**config.mk**
```make
export PLATFORM = sky130hd
export DESIGN_NAME = seven_segment_scanner
export DESIGN_NICKNAME = d
export VERILOG_FILES = /design/src/rtl/seven_segment_scanner.sv
export SDC_FILE = /design/constraint.sdc
export NUM_CORES = 1
export LEC_CHECK = 0
export BUFFER_PORTS_ARGS = -buffer_cell sky130_fd_sc_hd__buf_2
export CORE_ASPECT_RATIO = 1.1
export CORE_MARGIN = 2
export CORE_UTILIZATION = 40
export CTS_CLUSTER_SIZE = 16
export DETAILED_ROUTE_END_ITERATION = 6
export PLACE_DENSITY = 0.55
export RECOVER_POWER = 100
export SKIP_LAST_GASP = 1
export SLEW_MARGIN = 25
export SYNTH_ARGS = -nofsm -noshare
export SYNTH_HDL_FRONTEND = slang
export SYNTH_SLANG_ARGS = --single-unit
```
**constraint.sdc**
```tcl
create_clock -name clk -period 3 [get_ports clk]
set_clock_uncertainty 0.15 [all_clocks]
set_input_delay 0.3 -clock clk [delete_from_list [all_inputs] [get_ports clk]]
set_output_delay 0.3 -clock clk [all_outputs]
set_load 0.05 [all_outputs]
```
**src/rtl/seven_segment_scanner.sv**
```systemverilog
// Multiplexed driver for a 4-digit common-anode 7-segment display.
// Scans one digit per slot with a leading guard blank; new values are
// taken through a load/ready handshake and applied only at frame end.
module seven_segment_scanner #(
    parameter int unsigned DIGIT_PERIOD = 50000,
    parameter int unsigned GUARD        = 2
) (
    input  logic        clk,
    input  logic        reset_n,
    input  logic [15:0] number,
    input  logic [3:0]  dots,
    input  logic [3:0]  digit_en,
    input  logic        blank_lz,
    input  logic        load,
    output logic        ready,
    output logic [7:0]  abcdefgh,
    output logic [3:0]  digit,
    output logic        frame_done
);

    localparam int unsigned CNT_W = $clog2(DIGIT_PERIOD);

    logic [CNT_W-1:0] cnt;
    logic [1:0]       idx;

    logic [15:0] act_number;
    logic [3:0]  act_dots;
    logic [3:0]  act_en;
    logic        act_lz;

    logic [15:0] pend_number;
    logic [3:0]  pend_dots;
    logic [3:0]  pend_en;
    logic        pend_lz;

    logic        tc_c;
    logic        pre_frame_end_c;
    logic        in_guard_c;
    logic [3:0]  nib_c [4];
    logic [3:0]  supp_c;
    logic        sel_c;
    logic [6:0]  segs_c;
    logic [7:0]  seg_out_c;
    logic [3:0]  dig_out_c;

    // Hex nibble to segments a..g, active-high (bit 6 = a, bit 0 = g).
    function automatic logic [6:0] hex_to_seg(input logic [3:0] n);
        logic [6:0] s;
        case (n)
            4'h0: s = 7'h7E;
            4'h1: s = 7'h30;
            4'h2: s = 7'h6D;
            4'h3: s = 7'h79;
            4'h4: s = 7'h33;
            4'h5: s = 7'h5B;
            4'h6: s = 7'h5F;
            4'h7: s = 7'h70;
            4'h8: s = 7'h7F;
            4'h9: s = 7'h7B;
            4'hA: s = 7'h77;
            4'hB: s = 7'h1F;
            4'hC: s = 7'h4E;
            4'hD: s = 7'h3D;
            4'hE: s = 7'h4F;
            default: s = 7'h47;
        endcase
        return s;
    endfunction

    // Slot timing decodes: terminal count, and the cycle just before frame end.
    assign tc_c            = (cnt == CNT_W'(DIGIT_PERIOD - 1));
    assign pre_frame_end_c = (cnt == CNT_W'(DIGIT_PERIOD - 2)) && (idx == 2'd3);

    // Guard window at the start of each slot (absent when GUARD is zero).
    if (GUARD == 0) begin : g_no_guard
        assign in_guard_c = 1'b0;
    end else begin : g_guard
        assign in_guard_c = (cnt < CNT_W'(GUARD));
    end

    // Slot counter and digit index.
    always_ff @(posedge clk or negedge reset_n) begin
        if (!reset_n) begin
            cnt <= '0;
            idx <= '0;
        end else if (tc_c) begin
            cnt <= '0;
            idx <= idx + 2'd1;
        end else begin
            cnt <= cnt + CNT_W'(1);
        end
    end

    // Load/ready handshake: capture into pending, promote at frame end.
    always_ff @(posedge clk or negedge reset_n) begin
        if (!reset_n) begin
            ready       <= 1'b1;
            pend_number <= '0;
            pend_dots   <= '0;
            pend_en     <= '0;
            pend_lz     <= 1'b0;
            act_number  <= '0;
            act_dots    <= '0;
            act_en      <= '0;
            act_lz      <= 1'b0;
        end else if (load && ready) begin
            pend_number <= number;
            pend_dots   <= dots;
            pend_en     <= digit_en;
            pend_lz     <= blank_lz;
            ready       <= 1'b0;
        end else if (frame_done && !ready) begin
            act_number <= pend_number;
            act_dots   <= pend_dots;
            act_en     <= pend_en;
            act_lz     <= pend_lz;
            ready      <= 1'b1;
        end
    end

    // Nibble split and leading-zero suppression flags (digit 0 never suppressed).
    always_comb begin
        nib_c[0]  = act_number[3:0];
        nib_c[1]  = act_number[7:4];
        nib_c[2]  = act_number[11:8];
        nib_c[3]  = act_number[15:12];
        supp_c    = 4'b0000;
        supp_c[3] = act_lz && (nib_c[3] == 4'h0);
        supp_c[2] = supp_c[3] && (nib_c[2] == 4'h0);
        supp_c[1] = supp_c[2] && (nib_c[1] == 4'h0);
    end

    // Next segment/select values for the current slot and count.
    always_comb begin
        sel_c     = !in_guard_c && act_en[idx];
        segs_c    = supp_c[idx] ? 7'h00 : hex_to_seg(nib_c[idx]);
        seg_out_c = 8'hFF;
        dig_out_c = 4'hF;
        if (sel_c) begin
            seg_out_c = ~{segs_c, act_dots[idx]};
            dig_out_c = ~(4'(1) << idx);
        end
    end

    // Registered display outputs and frame-end pulse.
    always_ff @(posedge clk or negedge reset_n) begin
        if (!reset_n) begin
            abcdefgh   <= 8'hFF;
            digit      <= 4'hF;
            frame_done <= 1'b0;
        end else begin
            abcdefgh   <= seg_out_c;
            digit      <= dig_out_c;
            frame_done <= pre_frame_end_c;
        end
    end

endmodule

```
==> summary.md <==
| Metric | Value |
|---|---|
| Status | completed |
| Met1 WL | ~3200 microns |
| Metal2 WL | a little under 3000 microns |
| CTS sink cnt | 82 |
| Final min period | roughly 2500 ps |
| Area leader, netlist | dfrtp_1 |
| Syn Nets | 325 |
| Area Overhead vs Synth | 13.3% |
| Count of pins over their slew limit | 0 |
| Multi-input logic area | roughly 1600 sq um |
| Synth warn | 0 |
| Max Used Layer | met4 |
| Layout cells sized above 1 | about a third |
| Post-Syn Area | 3730 sq um |
| Synth Register Bits | a little over 80 |
| Fmax | approximately 400 MHz |
| Drt total wl | about 6600 microns |
| Area share of the largest cell type after synthesis | between 40 and 50% |
| Setup ws final | 472 ps |
| Top cells by area, synth | dfrtp_1 (46%), mux2_2 (16%), dfstp_2 (9.2%) |
| CTS H-tree lvls | 3 |
| Syn Inst Count | 285 |
| Overflow after GRT | 0 |
| Final Cycle Share | around 84% |
| Met3 Routed Length | between 300 and 400 microns |
| RSZ-0062 raised after global routing | false |
| Slew margin rel. | 3.16% |
| Die area | between 10000 and 15000 sq um |
| Placer Congestion | between 0.7 and 0.8 |
| Inserted Diodes | 0 |
| Critical Path RT | 3090 ps |
| Clock transition at path regs | roughly 80 ps |
| Main synth FF type | dfrtp_1 |
| Pwr dens | between 400 and 500 nW/um^2 |
| Worst Tran Pin Value | between 1000 and 1500 ps |
| Wirelength per Cell | about 15 microns |
| FF/Latch Area | between 2000 and 2500 sq um |
| Synth unique cells | between 40 and 50 |
| Dpl hpwl | 4460 microns |
| Routed Antenna Nets | 0 |
| Post-cts repair resize count | 0 |
| Crit path DAT | ~2600 ps |
| I/O pins | 42 |
| Leakage dissipation | ~2.0 nW |
| Fillers | around 830 |
| Buffers on Ports | 41 |
| Total core area | approximately 9000 sq um |
| Pin count of the biggest net entering global routing | 82 |
| Fin area | approximately 4200 sq um |
| CP startpoint kind | flop |
| Vias in the first global route | approximately 2300 |
| # setup viols final | 0 |
| Setup WS pre-CTS | slightly above 700 ps |
| Avg Synthesized Cell Area | about 13 sq um |
| Most common cell in the netlist | dfrtp_1 |
| Post-synth EDFFs | 0 |
| Critical-path maximum fanout | 10 |
| Vias | between 2000 and 2500 |
| Post-route insts no fill | approximately 450 |
| Maxcap violations | 0 |
| VDD IR max | around 0.22 mV |
| Register area share after synthesis | between 50% and 60% |
| Initial DRC Count | 96 |
| Num CTS Buffers | 9 |
| Post-synth top cells | dfrtp_1 (69), mux2_2 (52), nand2_1 (20), nor2_1 (14) |
| First-pass DRT Iterations | 4 |
| Hold crit path type | in -> reg |
| Drt drc | 0 |
| Global-route wire length before repair | about 11000 microns |
| Root Buffer | clkbuf_8 |
| # rows | 36 |
| CTS Buffer Depth | 2 |
| DR vias/cell | 5.12 |
| Nets | about 370 |
| Setup TNS Final | 0 ps |
| Die height | 105 microns |
| Fin. Hold Viols | 0 |
| Die span in x | 96.1 microns |
| Crit end category | flop |
| Async SR Flop Fraction | 100% |
| Worst setup path class | reg -> reg |
| Placed cell areas | between 4000 and 5000 sq um |
| Placed cell count | between 400 and 500 |
| Antenna violations before repair | 0 |
| Skew-Pair Late Insertion Delay | roughly 350 ps |
| Initial Util | about two fifths |
| CTS tree | built |
| Total Routing Usage GR | 14.5% |
==> repair_timing <==
action / 4_1_cts / 5_1_grt
setup buffers: 0 / 0
hold buffers: 1 / 0
endpoints found under the hold margin: 3 / 0
==> kinds of logic (layout without fill, tap and decap cells) <==
kind of cell | Yosys count | in the layout | share of synthesized area (%)
DFF | 82 | 82 | 55.5
and+or+nand+nor | 75 | 75 | 10.5
muxes | 61 | 61 | 20.3
AOI/OAI and AO/OA | 23 | 23 | 4.46
buffers and inverters | 18 | 70 | 2.05
xor gates and xnor gates | 14 | 14 | 3.29
adders and majority gates | 12 | 12 | 4.03
==> critical path, cell delays in order (launching register included) <==
cell,delay [ps]
dfrtp_1,450
nor4_1,300
nand2_1,110
or3_1,430
nor2_1,620
mux2_4,350
==> final cells by class <==
cell class              instances  share of cell area [%]
clock buffers                  12                    3.43
clock inverters                 4                    1.21
inverters                       8                   0.710
multi-input cells             185                    37.1
flip-flops and latches         82                    48.9
well taps                     114                    3.37
repair buffers                 46                    5.27
==> sequential cells by signal (all words and copies together) (netlist names), 2 cells and up <==
name         count
pend_en          4
act_dots         4
cnt             16
act_number      16
pend_dots        4
pend_number     16
abcdefgh         8
act_en           4
digit            4
idx              2
==> through the flow <==
step	power [mW]	util, %	hold WS (ps)
after detailed placement	1.17	45.4	327
after floorplan	1.13	-	-146
after CTS	1.97	47.7	6.45
final	1.94	47.2	19.4
after global routing	2.03	47.2	1.73
after global placement	1.17	45.4	332
==> power breakdown <==
group | leakage, nW | switching, mW | internal (mW)
registers | 1.09 | 0 | 1.11
clock network | 0.0966 | 0.391 | 0.408
logic | 0.795 | 0.0246 | 0.0144
total | 1.98 | 0.416 | 1.53
==> routing by layer <==
metal	GRT usage, %	up-vias
met5	0	-
met4	5.82	0
met3	4.00	6
met2	19.6	51
met1	21.9	1136
li1	-	1118
==> worst paths after layout <==
path	start	endpoint	slack [ps]	depth (start not counted)
max	cnt[4]	idx[1]	470	5
min in group asynchronous	reset_n	cnt[6]	360	2
max in group asynchronous	reset_n	abcdefgh[3]	1690	3
min	blank_lz	pend_lz	20	2
max reg2reg	cnt[4]	idx[1]	470	5
min reg2reg	pend_number[6]	act_number[6]	350	2
==> cell usage in the layout (no fill, tap or decap), types with 2 or more instances in the layout <==
master and count:
dfrtp_1 69, mux2_2 52, buf_2 26, nand2_1 20
clkbuf_1 19, nor2_1 15, nand3_1 13, ha_1 12
dfstp_2 12, clkbuf_8 10, inv_1 8, xor2_1 8
nor4_1 7, xnor2_1 6, mux4_2 5, o21ai_0 4
and3_1 4, a21oi_1 3, nor2b_1 3, o221ai_1 3
nand4_1 3, nor3_1 2, nand2b_1 2, o211ai_1 2
o311ai_0 2, mux2i_1 2, or3_1 2, and4_1 2
No activity file was read; power rests on OpenSTA's default activity.
